$ cat config.mk
export PLATFORM = sky130hd
export DESIGN_NAME = delay_tap_calibrator
export DESIGN_NICKNAME = d
export VERILOG_FILES = /design/src/rtl/delay_tap_calibrator.sv
export SDC_FILE = /design/constraint.sdc
export NUM_CORES = 1
export LEC_CHECK = 0
export ABC_AREA = 1
export BUFFER_PORTS_ARGS = -buffer_cell sky130_fd_sc_hd__buf_4
export CAP_MARGIN = 40
export CORE_MARGIN = 2
export CORE_UTILIZATION = 45
export CTS_CLUSTER_DIAMETER = 200
export DETAILED_ROUTE_END_ITERATION = 10
export GPL_TIMING_DRIVEN = 0
export PLACE_DENSITY = 0.68
export SYNTH_ARGS = -nofsm -noshare
export SYNTH_HDL_FRONTEND = slang
export SYNTH_SLANG_ARGS = --single-unit
$ cat constraint.sdc
create_clock -name i_clk -period 1.7 [get_ports i_clk]
set_clock_uncertainty 0.2 [all_clocks]
set_input_delay 0.425 -clock i_clk [delete_from_list [all_inputs] [get_ports i_clk]]
set_output_delay 0.425 -clock i_clk [all_outputs]
set_load 0.005 [all_outputs]
$ cat src/rtl/delay_tap_calibrator.sv
// ---------------------------------------------------------------------------
// delay_tap_calibrator
//   Sizes a tapped matched-delay chain at bring-up. For each tap count, starting
//   at 0, it repeatedly flushes the chain (enable low), launches a test edge and
//   checks whether the edge reached the external capture flop within one clock.
//   The search stops at the first failing trial or at MAX_TAP. It then backs off
//   by MARGIN taps and holds the result.
//
// Ports
//   i_clk         clock
//   i_rst         synchronous reset, active-high
//   i_cal_start   start calibration (sampled only in IDLE or DONE)
//   i_cap_R       registered chain output from the capture flop (1 = edge arrived)
//   o_tap_sel     tap count driven to the chain mux
//   o_chain_en    enable for every unit cell (0 forces the chain low)
//   o_launch_R    test edge into the chain input
//   o_busy        calibration in progress
//   o_done        result valid (held in DONE)
//   o_err         search hit a boundary (tap 0 failed or MAX_TAP passed)
//   o_tap_locked  calibrated tap count
// ---------------------------------------------------------------------------
module delay_tap_calibrator #(
    parameter int TAP_W      = 5,
    parameter int MAX_TAP    = 31,
    parameter int SETTLE_CYC = 4,
    parameter int NTRIAL     = 4,
    parameter int MARGIN     = 2
) (
    input  logic             i_clk,
    input  logic             i_rst,
    input  logic             i_cal_start,
    input  logic             i_cap_R,
    output logic [TAP_W-1:0] o_tap_sel,
    output logic             o_chain_en,
    output logic             o_launch_R,
    output logic             o_busy,
    output logic             o_done,
    output logic             o_err,
    output logic [TAP_W-1:0] o_tap_locked
);

    localparam int SW = (SETTLE_CYC > 1) ? $clog2(SETTLE_CYC) : 1;
    localparam int NW = (NTRIAL > 1) ? $clog2(NTRIAL) : 1;
    localparam logic [SW-1:0]    SETTLE_LAST = SW'(SETTLE_CYC - 1);
    localparam logic [NW-1:0]    TRIAL_LAST  = NW'(NTRIAL - 1);
    localparam logic [TAP_W-1:0] TAP_MAX     = TAP_W'(MAX_TAP);
    localparam logic [TAP_W-1:0] TAP_TOP_LCK = TAP_W'(MAX_TAP - MARGIN);
    localparam logic [TAP_W:0]   BACKOFF     = (TAP_W + 1)'(MARGIN + 1);

    typedef enum logic [2:0] {
        S_IDLE, S_CLEAR, S_LAUNCH, S_CAPT, S_CHECK, S_DONE
    } state_t;

    state_t           r_state;
    state_t           w_state_nxt;
    logic [SW-1:0]    r_settle;
    logic [NW-1:0]    r_trial;
    logic [TAP_W-1:0] r_tap;
    logic [TAP_W-1:0] r_locked;
    logic             r_cap;
    logic             r_chain_en;
    logic             r_launch;
    logic             r_busy;
    logic             r_done;
    logic             r_err;

    logic             w_chain_en_nxt;
    logic             w_launch_nxt;
    logic             w_busy_nxt;
    logic             w_done_nxt;
    logic             w_start;
    logic             w_trial_last;
    logic             w_tap_max;
    logic [TAP_W-1:0] w_fail_lock;

    // Subtraction in TAP_W+1 bits: a borrow shows up in the top bit, which
    // means the result went negative and is clamped to 0.
    function automatic logic [TAP_W-1:0] sat_sub(input logic [TAP_W-1:0] a,
                                                  input logic [TAP_W:0]   b);
        logic [TAP_W:0] d;
        d = {1'b0, a} - b;
        return d[TAP_W] ? '0 : d[TAP_W-1:0];
    endfunction

    assign w_start      = i_cal_start && (r_state == S_IDLE || r_state == S_DONE);
    assign w_trial_last = (r_trial == TRIAL_LAST);
    assign w_tap_max    = (r_tap == TAP_MAX);
    assign w_fail_lock  = sat_sub(r_tap, BACKOFF);

    // Next-state logic
    always_comb begin
        w_state_nxt = r_state;
        case (r_state)
            S_IDLE:   if (i_cal_start) w_state_nxt = S_CLEAR;
            S_CLEAR:  if (r_settle == SETTLE_LAST) w_state_nxt = S_LAUNCH;
            S_LAUNCH: w_state_nxt = S_CAPT;
            S_CAPT:   w_state_nxt = S_CHECK;
            S_CHECK:  w_state_nxt = (r_cap && !(w_trial_last && w_tap_max)) ? S_CLEAR : S_DONE;
            S_DONE:   if (i_cal_start) w_state_nxt = S_CLEAR;
            default:  w_state_nxt = S_IDLE;
        endcase
    end

    // Output decode from the next state so every output is a register
    always_comb begin
        w_chain_en_nxt = 1'b0;
        w_launch_nxt   = 1'b0;
        w_busy_nxt     = 1'b0;
        w_done_nxt     = 1'b0;
        case (w_state_nxt)
            S_CLEAR:  w_busy_nxt = 1'b1;
            S_LAUNCH, S_CAPT, S_CHECK: begin
                w_busy_nxt     = 1'b1;
                w_chain_en_nxt = 1'b1;
                w_launch_nxt   = 1'b1;
            end
            S_DONE: begin
                w_done_nxt     = 1'b1;
                w_chain_en_nxt = 1'b1;
            end
            default: ;
        endcase
    end

    // State register, counters and result registers
    always_ff @(posedge i_clk) begin
        if (i_rst) begin
            r_state    <= S_IDLE;
            r_settle   <= '0;
            r_trial    <= '0;
            r_tap      <= '0;
            r_locked   <= '0;
            r_chain_en <= 1'b0;
            r_launch   <= 1'b0;
            r_busy     <= 1'b0;
            r_done     <= 1'b0;
            r_err      <= 1'b0;
        end else begin
            r_state    <= w_state_nxt;
            r_chain_en <= w_chain_en_nxt;
            r_launch   <= w_launch_nxt;
            r_busy     <= w_busy_nxt;
            r_done     <= w_done_nxt;
            if (w_start) begin
                r_tap    <= '0;
                r_trial  <= '0;
                r_settle <= '0;
                r_err    <= 1'b0;
            end
            if (r_state == S_CLEAR)
                r_settle <= (r_settle == SETTLE_LAST) ? '0 : r_settle + 1'b1;
            if (r_state == S_CHECK) begin
                if (r_cap) begin
                    if (!w_trial_last) begin
                        r_trial <= r_trial + 1'b1;
                    end else if (!w_tap_max) begin
                        r_tap   <= r_tap + 1'b1;
                        r_trial <= '0;
                    end else begin
                        r_locked <= TAP_TOP_LCK;
                        r_tap    <= TAP_TOP_LCK;
                        r_err    <= 1'b1;
                    end
                end else if (r_tap == '0) begin
                    r_locked <= '0;
                    r_err    <= 1'b1;
                end else begin
                    r_locked <= w_fail_lock;
                    r_tap    <= w_fail_lock;
                    r_err    <= 1'b0;
                end
            end
        end
    end

    // The capture flop output only means something at the end of CAPT
    always_ff @(posedge i_clk) begin
        if (r_state == S_CAPT)
            r_cap <= i_cap_R;
    end

    assign o_tap_sel    = r_tap;
    assign o_chain_en   = r_chain_en;
    assign o_launch_R   = r_launch;
    assign o_busy       = r_busy;
    assign o_done       = r_done;
    assign o_err        = r_err;
    assign o_tap_locked = r_locked;

endmodule

==> results of run 1 <==
[worst paths after layout]
| path | from | end | slack [ns] | cells past startpoint |
|---|---|---|---|---|
| hold / removal | i_cap_R | r_cap | 0.08 | 1 |
| setup reg to reg | o_tap_sel[0] | o_tap_sel[2] | 0.06 | 8 |
| hold reg to reg | o_tap_locked[3] | o_tap_locked[3] | 0.28 | 2 |
| setup / recovery | o_tap_sel[0] | o_tap_sel[2] | 0.06 | 8 |
[registers in the layout, indices dropped and copies added (netlist names)]
signal        cells
o_tap_locked      5
o_tap_sel         5
r_state           3
r_settle          2
r_trial           2
o_busy            1
o_chain_en        1
o_done            1
o_err             1
o_launch_R        1
r_cap             1
[cells in the mapped netlist]
cell | instances | share of area
a31oi_1 | 1 | 0.0050
a21oi_1 | 15 | 0.060
nand2_1 | 39 | 0.12
ha_1 | 4 | 0.040
clkbuf_1 | 1 | 0.0030
clkbuf_2 | 1 | 0.0040
or2_1 | 2 | 0.010
nor2_2 | 1 | 0.0050
o21a_1 | 1 | 0.0060
inv_1 | 15 | 0.045
a21oi_4 | 1 | 0.013
nand2_4 | 2 | 0.018
o21ai_0 | 8 | 0.032
nor2_1 | 18 | 0.054
nand4_1 | 6 | 0.030
nor2_4 | 2 | 0.018
nand3_1 | 26 | 0.10
inv_2 | 4 | 0.012
inv_4 | 1 | 0.0050
nor2_8 | 1 | 0.016
edfxtp_1 | 1 | 0.024
buf_4 | 1 | 0.0060
dfxtp_1 | 22 | 0.35
nand2_2 | 1 | 0.0050
a211oi_2 | 1 | 0.010
nor3_1 | 1 | 0.0040
[metal layers]
metal | vias to the layer above | share of wire | GRT usage | wire, um
met1 | 584 | 0.44 | 0.255 | 1400
li1 | 649 | - | - | -
met2 | 37 | 0.49 | 0.322 | 1550
met4 | 0 | 0.012 | 0.0884 | 39
met3 | 5 | 0.055 | 0.0253 | 172
met5 | - | 0 | 0 | 0
[layout make-up]
type                    count  share of cell area
repair buffers             26               0.125
multi-input cells         130               0.464
clock buffers               3              0.0144
clock inverters             1             0.00319
well taps                  31              0.0247
inverters                  20              0.0511
plain buffers               3              0.0104
flip-flops and latches     23               0.307
[logic make-up (layout without fill, tap and decap cells)]
kind of cell,Yosys count,after routing,share of synthesized area
adder cells (fa/ha/maj),4,4,0.0401
flip-flops,23,23,0.377
AO/OA/AOI/OAI,27,27,0.126
buffers and inverters,23,53,0.0751
AND/OR/NAND/NOR,99,99,0.382
[power by group]
| part | internal [mW] | leakage (nW) | total [mW] | switching (mW) |
|---|---|---|---|---|
| Combinational | 0.0224 | 0.506 | 0.0599 | 0.0375 |
| Clock | 0.0881 | 0.0177 | 0.260 | 0.172 |
| Sequential | 0.548 | 0.190 | 0.556 | 0.00845 |
| Total | 0.658 | 0.714 | 0.877 | 0.218 |
[what timing repair did]
item                       CTS  global route
gates cloned                 0             0
resized for setup            7            12
buffers inserted             3             6
setup endpoints to repair   12            15
pin swaps                    2             5
==> results.sh, run 1 <==
export IMPL_outcome="completed"
export IMPL_instances_no_fill=237
export IMPL_numCtsBuffers=3
export IMPL_p_leak_nw=0.714
export IMPL_synthCells=176
export IMPL_rows=19
export IMPL_ctsHoldBuffers=0
export IMPL_crit_top_cell="a21oi_1"
export IMPL_grt_pass1_wl_um=4970
export IMPL_slowest_delay_ns=0.37
export IMPL_critPathBufInv=2
export IMPL_core_um2=2690
export IMPL_layout_common_cells="nand2_1, buf_4, nand3_1"
export IMPL_first_pass_iters=4
export IMPL_cp_arrival_ns=1.69
export IMPL_place_congestion=0.953
export IMPL_n_antenna_cell=0
export IMPL_total_power_mw=0.877
export IMPL_portBuffers=17
export IMPL_syn_area_per_cell_um2=7.09
export IMPL_layout_commonest_cell="nand2_1"
export IMPL_hold_class="primary input to flip-flop"
export IMPL_drive_gt1_frac=0.282
export IMPL_slew_headroom=0.652
export IMPL_worstPathRequired_ns=1.75
export IMPL_via_count=1275
export IMPL_dieArea_um2=3210
export IMPL_fin_area_um2=1570
export IMPL_cap_viol_max_count=0
export IMPL_die_height_um=56.7
export IMPL_fin_crit_sh=0.965
export IMPL_ys_seq_area_frac=0.377
export IMPL_avgRoutedWirePerCell_um=13.3
export IMPL_cts_max_level=1
export IMPL_critPathLaunchType="flip-flop"
export IMPL_yosysWarnings=0
export IMPL_crit_fanout=5
export IMPL_drc_errors=0
export IMPL_cts_sinks=23
export IMPL_dp_hpwl_um=2130
export IMPL_regArea_um2=482
export IMPL_synth_area_um2=1250
export IMPL_cp_top_family="flip-flops"
export IMPL_synth_nets=184
export IMPL_path_clk_slew_ns=0.13
export IMPL_ant_nets=0
export IMPL_cellPowerDensity_nw_per_um2=559
export IMPL_finalSetupViolations=0
export IMPL_via_per_inst=5.38
export IMPL_grt_max_degree=14
export IMPL_crit_type="flip-flop to flip-flop"
export IMPL_grt_usage=0.196
export IMPL_drt_total_wl_um=3150
export IMPL_period_minus_slack_ns=1.64
export IMPL_antenna_found_initial=0
export IMPL_nets=215
export IMPL_crit_path_top_delay_cell="dfxtp_4"
export IMPL_cts_tree="yes"
export IMPL_worst_pin_slew_ns=0.522
export IMPL_place_inst=224
export IMPL_setup_tns_ns=0
export IMPL_overflow=0
export IMPL_slew_violations=0
export IMPL_fillers=260
export IMPL_yosysUniqueCellTypes=26
export IMPL_crit_path_end_kind="flip-flop"
export IMPL_multi_input_area_um2=728
export IMPL_area_delta_synth_final_pct=25.6
export IMPL_max_freq_mhz=610
export IMPL_clk_latency_ns=0.32
export IMPL_grt_pass1_vias=1127
export IMPL_dr_first_iter_drc_count=55
export IMPL_fin_hold_ws_ns=0.0753
export IMPL_ir_drop_mv=0.487
export IMPL_placed_area_um2=1420
export IMPL_max_clock_path_buffers=2
export IMPL_synth_seq_cells=23
export IMPL_utilization=0.584
export IMPL_layout_setup_ws_ns=0.0599
export IMPL_dieWidth_um=56.7
export IMPL_pre_cts_slack_ns=-0.0903
export IMPL_io_pins=19
export IMPL_root_buffer="clkbuf_4"
export IMPL_initial_core_util=0.465
export IMPL_crit_chain="buf_4, inv_1, ha_1, nand3_2, nand3_1, a21oi_1, nand2_1, a21oi_1"
export IMPL_final_hold_viol_count=0
Note: power is estimated with default switching activity, not from simulation.
==> inputs of run 2 (changes only) <==
- CORE_ASPECT_RATIO: default -> 1.25
- GPL_TIMING_DRIVEN: 0 -> default
==> run 2 against run 1 <==
Sequential cell count is the same. Final area down 2.5%. Worst hold slack better by 0.016 ns. Register-to-register slack about the same. Largest cell class unchanged. Combinational power fell by 3%. Die area about the same. Core utilization fell by 0.75 points. Critical endpoint is now o_tap_sel[2]. Non-clock buffer count fell by 2.
==> results.sh, run 2 (same netlist as run 1, synthesis figures left out) <==
export IMPL_switching_share=0.240
export IMPL_grt_pass1_wl_um=5180
export IMPL_grt_usage=0.211
export IMPL_slowest_delay_ns=0.44
export IMPL_finalSetupViolations=0
export IMPL_placed_area_um2=1470
export IMPL_fillers=263
export IMPL_dr_first_iter_drc_count=30
export IMPL_max_freq_mhz=609
export IMPL_n_antenna_cell=0
export IMPL_final_hold_viol_count=0
export IMPL_overflow=0
export IMPL_dieWidth_um=51.1
export IMPL_layout_common_cells="nand2_1, buf_4, nand3_1"
export IMPL_crit_chain="buf_4, buf_4"
export IMPL_fin_crit_sh=0.966
export IMPL_p_sw_mw=0.209
export IMPL_cts_max_level=1
export IMPL_regArea_um2=473
export IMPL_ir_drop_mv=0.403
export IMPL_crit_path_top_delay_cell="dfxtp_1"
export IMPL_worst_pin_slew_ns=0.307
export IMPL_grt_pass1_vias=1202
export IMPL_grt_max_degree=15
export IMPL_slew_headroom=0.795
export IMPL_total_power_mw=0.871
export IMPL_via_per_inst=5.33
export IMPL_multi_input_area_um2=706
export IMPL_root_buffer="clkbuf_4"
export IMPL_hold_class="primary input to flip-flop"
export IMPL_via_count=1269
export IMPL_p_seq_frac=0.643
export IMPL_numCtsBuffers=3
export IMPL_dp_hpwl_um=2330
export IMPL_p_int_mw=0.661
export IMPL_period_minus_slack_ns=1.64
export IMPL_initial_core_util=0.471
export IMPL_portBuffers=18
export IMPL_die_height_um=62.9
export IMPL_first_pass_iters=4
export IMPL_drive_gt1_frac=0.255
export IMPL_clk_latency_ns=0.30
export IMPL_p_clk_frac=0.290
export IMPL_cts_tree="yes"
export IMPL_area_delta_synth_final_pct=22.4
export IMPL_power_frac_comb=0.067
export IMPL_outcome="completed"
export IMPL_cp_arrival_ns=1.02
export IMPL_cts_sinks=23
export IMPL_p_leak_nw=0.699
export IMPL_cellPowerDensity_nw_per_um2=569
export IMPL_dieArea_um2=3210
export IMPL_drc_errors=0
export IMPL_crit_top_cell="buf_4"
export IMPL_layout_commonest_cell="nand2_1"
export IMPL_antenna_found_initial=0
export IMPL_io_pins=19
export IMPL_max_clock_path_buffers=2
export IMPL_place_congestion=0.909
export IMPL_path_clk_slew_ns=0.13
export IMPL_rows=21
export IMPL_cap_viol_max_count=0
export IMPL_crit_path_end_kind="output pin"
export IMPL_fin_area_um2=1530
export IMPL_nets=213
export IMPL_crit_type="flip-flop to output pin"
export IMPL_reg2reg_slack_ns=0.07
export IMPL_slew_violations=0
export IMPL_ant_nets=0
export IMPL_drt_total_wl_um=3110
export IMPL_avgRoutedWirePerCell_um=13.1
export IMPL_worstPathRequired_ns=1.07
export IMPL_crit_fanout=5
export IMPL_critPathLaunchType="flip-flop"
export IMPL_core_um2=2650
-- run 2: stage by stage --
| stage | TNS, ns | cells | hold slack, ns | worst slack (ns) | util |
|---|---|---|---|---|---|
| 2_1_floorplan | 0 | 176 | 0.232 | 0.0563 | - |
| 3_3_place_gp | 0 | 233 | 0.255 | 0.0781 | 0.554 |
| 3_5_place_dp | 0 | 233 | 0.268 | 0.0423 | 0.554 |
| 4_1_cts | 0 | 237 | 0.0817 | 0.0184 | 0.564 |
| 5_1_grt | -0.0420 | 238 | 0.0673 | -0.0180 | 0.576 |
| 6_report | 0 | 238 | 0.0911 | 0.0580 | 0.576 |
-- run 2: cell type report --
class / instances / area share
clock buffer: 3 / 0.0147
clock inverter: 1 / 0.00327
inverter: 20 / 0.0507
multi-input combinational: 130 / 0.462
sequential: 23 / 0.309
tap: 34 / 0.0278
timing repair buffer: 27 / 0.133
-- run 2: repair_timing --
| item | 4_1_cts | 5_1_grt |
|---|---|---|
| hold buffers | 0 | 0 |
| endpoints found under the setup margin | 0 | 13 |
| gates resized for setup | 0 | 8 |
| endpoints found under the hold margin | 0 | 0 |
| buffers inserted | 0 | 1 |
-- run 2: routing by layer --
| layer | wire length, um | GRT usage |
|---|---|---|
| met5 | 0 | 0 |
| met2 | 1600 | 0.367 |
| met1 | 1300 | 0.257 |
| met3 | 137 | 0.0263 |
| met4 | 67 | 0.0845 |
-- run 2: critical path: cells and delay by family (launching register included) --
kind | cells | cell delay (ns)
buf+inv | 2 | 0.27
flops | 1 | 0.44
-- run 2: final timing paths --
check / depth (start not counted) / startpoint / to
worst max register to register: 8 / o_tap_sel[0] / o_tap_locked[2]
worst max-delay path: 2 / o_tap_sel[2] / o_tap_sel[2]
worst min register to register: 1 / r_settle[0] / r_settle[0]
worst min-delay path: 1 / i_cap_R / r_cap
-- run 2: power groups by stage --
stage	clock (mW)	sequential, mW	combinational [mW]
finish	0.253	0.560	0.0582
detailed placement	0	0.571	0.0588
global route	0.294	0.562	0.0660
CTS	0.258	0.559	0.0589
global placement	0	0.571	0.0569
floorplan	0	0.570	0.0393
==> inputs of run 3 (changes only) <==
- ABC_AREA: 1 -> 0
==> run 3 against run 2 <==
First-iteration DRC count is 50% higher. Clock power is essentially flat. Die area rose by 3.4%. Critical endpoint is now o_tap_locked[2]. Maximum frequency decreased by 4.5%. The flow now finishes with violations (setup timing). Sequential cell count unchanged. Largest cell class unchanged. Synthesized cell count shrank 15%. Area after synthesis up 3.7%.
==> results.sh, run 3 <==
export IMPL_muxShareOfSynthArea=0.0155
export IMPL_first_pass_iters=4
export IMPL_die_height_um=64.0
export IMPL_synthArstFlopShare=0
export IMPL_outcome="complete, but fails checks"
export IMPL_instances_no_fill=232
export IMPL_numCtsBuffers=3
export IMPL_cellPowerDensity_nw_per_um2=460
export IMPL_nets=207
export IMPL_hp_start="i_cap_R"
export IMPL_core_um2=2710
export IMPL_regToRegStartpoint="r_state[2]"
export IMPL_hold_class="primary input to flip-flop"
export IMPL_synth_simple_area_share=0.265
export IMPL_synthCells=150
export IMPL_dr_first_iter_drc_count=45
export IMPL_io_pins=19
export IMPL_fin_hold_ws_ns=0.0809
export IMPL_synth_seq_cells=23
export IMPL_antenna_found_initial=0
export IMPL_drive_gt1_frac=0.495
export IMPL_drt_total_wl_um=3590
export IMPL_max_freq_mhz=582
export IMPL_ys_seq_area_frac=0.363
export IMPL_max_clock_path_buffers=2
export IMPL_multi_input_area_um2=897
export IMPL_reg2reg_slack_ns=-0.02
export IMPL_path_clk_slew_ns=0.12
export IMPL_dp_hpwl_um=2430
export IMPL_period_minus_slack_ns=1.72
export IMPL_n_antenna_cell=0
export IMPL_layout_commonest_cell="buf_4"
export IMPL_cts_max_level=1
export IMPL_ant_nets=0
export IMPL_crit_fanout=7
export IMPL_layout_common_cells="buf_4, dfxtp_1, nor2_1"
export IMPL_slew_headroom=0.782
export IMPL_synth_top_area_cell="dfxtp_1"
export IMPL_rsz0062_at_grt="true"
export IMPL_regArea_um2=480
export IMPL_portBuffers=18
export IMPL_violations="setup timing"
export IMPL_crit_type="flip-flop to flip-flop"
export IMPL_clk_latency_ns=0.31
export IMPL_grt_pass1_vias=1368
export IMPL_cts_tree="yes"
export IMPL_rr_worst_depth=5
export IMPL_ir_drop_mv=0.498
export IMPL_grt_pass1_wl_um=5930
export IMPL_place_congestion=0.839
export IMPL_dieArea_um2=3330
export IMPL_syn_area_per_cell_um2=8.63
export IMPL_worst_pin_slew_ns=0.326
export IMPL_avgRoutedWirePerCell_um=15.5
export IMPL_critPathLaunchType="flip-flop"
export IMPL_synth_top_family_by_area="simple AND/OR/NAND/NOR gates"
export IMPL_yosys_top_cells_area="dfxtp_1, a21oi_1, nor3_1"
export IMPL_r2r_end="o_tap_locked[2]"
export IMPL_utilization=0.709
export IMPL_layout_setup_ws_ns=-0.0191
export IMPL_via_per_inst=5.77
export IMPL_fin_crit_sh=1.01
export IMPL_rows=21
export IMPL_drc_errors=0
export IMPL_yosys_top_cells_count="dfxtp_1, a21oi_1, nor2_1, nor3_1, nand3_1"
export IMPL_final_hold_viol_count=0
export IMPL_cp_arrival_ns=1.75
export IMPL_hold_path_endpoint="r_cap"
export IMPL_cts_sinks=23
export IMPL_area_delta_synth_final_pct=48.1
export IMPL_dieWidth_um=52.0
export IMPL_pre_cts_slack_ns=-0.134
export IMPL_yosysWarnings=0
export IMPL_worstPathRequired_ns=1.73
export IMPL_ys_flop_type="dfxtp_1"
export IMPL_place_inst=218
export IMPL_synth_nets=158
export IMPL_initial_core_util=0.479
export IMPL_overflow=0
export IMPL_grt_usage=0.228
export IMPL_finalSetupViolations=3
export IMPL_via_count=1338
export IMPL_grt_max_degree=24
export IMPL_fillers=210
export IMPL_synth_xor_area_share=0.0135
export IMPL_synth_compound_area_share=0.240
export IMPL_yosys_area_top_type_share=0.340
export IMPL_synth_area_um2=1290
export IMPL_synthAdderAreaFrac=0.0386
export IMPL_synth_edf_count=1
export IMPL_yosysUniqueCellTypes=50
export IMPL_crit_path_end_kind="flip-flop"
export IMPL_slew_violations=0
export IMPL_cap_viol_max_count=0
export IMPL_root_buffer="clkbuf_4"
export IMPL_holdPathStages=1
export IMPL_p_leak_nw=0.780
export IMPL_yosysMostFrequentCell="dfxtp_1"
run 3: cell count changes in the layout (fill, tap and decap cells not counted), moves of 5 or more:
cell,previous run,this run
nor3_1,1,10
buf_4,27,50
nor2_1,17,12
buf_6,0,7
o21ai_0,8,2
nand2_1,39,3
inv_1,15,1
nand3_1,25,8
run 3: worst max-delay path by stage:
stage / endpoint / depth (start not counted) / start / slack (ns)
final: o_tap_locked[2] / 5 / r_state[2] / -0.02
after floorplan: o_chain_en / 6 / o_tap_sel[1] / -0.04
after detailed placement: o_tap_locked[2] / 5 / r_state[2] / -0.13
after global placement: o_tap_locked[2] / 5 / r_state[2] / -0.05
after CTS: o_tap_sel[0] / 5 / o_tap_sel[1] / -0.05
after global routing: r_trial[0] / 5 / r_state[0] / -0.07
run 3: cell families after synthesis:
family                   after synthesis
AND/OR/NAND/NOR                       60
multiplexers                           2
adder cells (fa/ha/maj)                4
XOR/XNOR                               2
buffers and inverters                 17
flip-flops                            23
AO/OA/AOI/OAI                         42
run 3: power breakdown:
part / switching (mW) / leakage, nW / internal [mW]
logic: 0.0435 / 0.575 / 0.0340
clock network: 0.160 / 0.0150 / 0.0916
registers: 0.00425 / 0.190 / 0.548
total: 0.208 / 0.780 / 0.673
run 3: final cells by class:
cell class,instances,share of cell area
Tap cell,34,0.0222
Sequential cell,23,0.250
Clock buffer,4,0.0137
Inverter,4,0.00913
Multi-Input combinational cell,110,0.468
Timing Repair Buffer,57,0.237
run 3: per-stage QoR:
step / area, um2 / setup TNS, ns / total power, mW
after global placement: 1640 / -0.105 / 0.628
after floorplan: 1330 / -0.0681 / 0.607
final: 1920 / -0.0316 / 0.881
after global routing: 1920 / -0.413 / 0.919
after CTS: 1750 / -0.108 / 0.874
after detailed placement: 1640 / -0.376 / 0.631
run 3: what timing repair did:
item / in CTS / in global routing
hold buffers: 0 / 0
setup buffers: 4 / 7
hold endpoints to repair: 0 / 0
resized for setup: 18 / 25
setup endpoints to repair: 16 / 19
cloned: 0 / 0
pin swaps: 12 / 20
run 3: critical path, stage by stage (launching register included):
cell and delay [ns]:
dfxtp_2 0.36, or3b_4 0.43, a211oi_4 0.26, buf_6 0.16
nor2_1 0.05, a211oi_2 0.18
run 3: per-layer routing:
layer | GRT usage | vias to the layer above | routed length (um)
met3 | 0.0304 | 10 | 100
met5 | 0 | - | 0
met2 | 0.411 | 38 | 1900
met1 | 0.264 | 633 | 1510
li1 | - | 657 | -
met4 | 0.0888 | 0 | 84
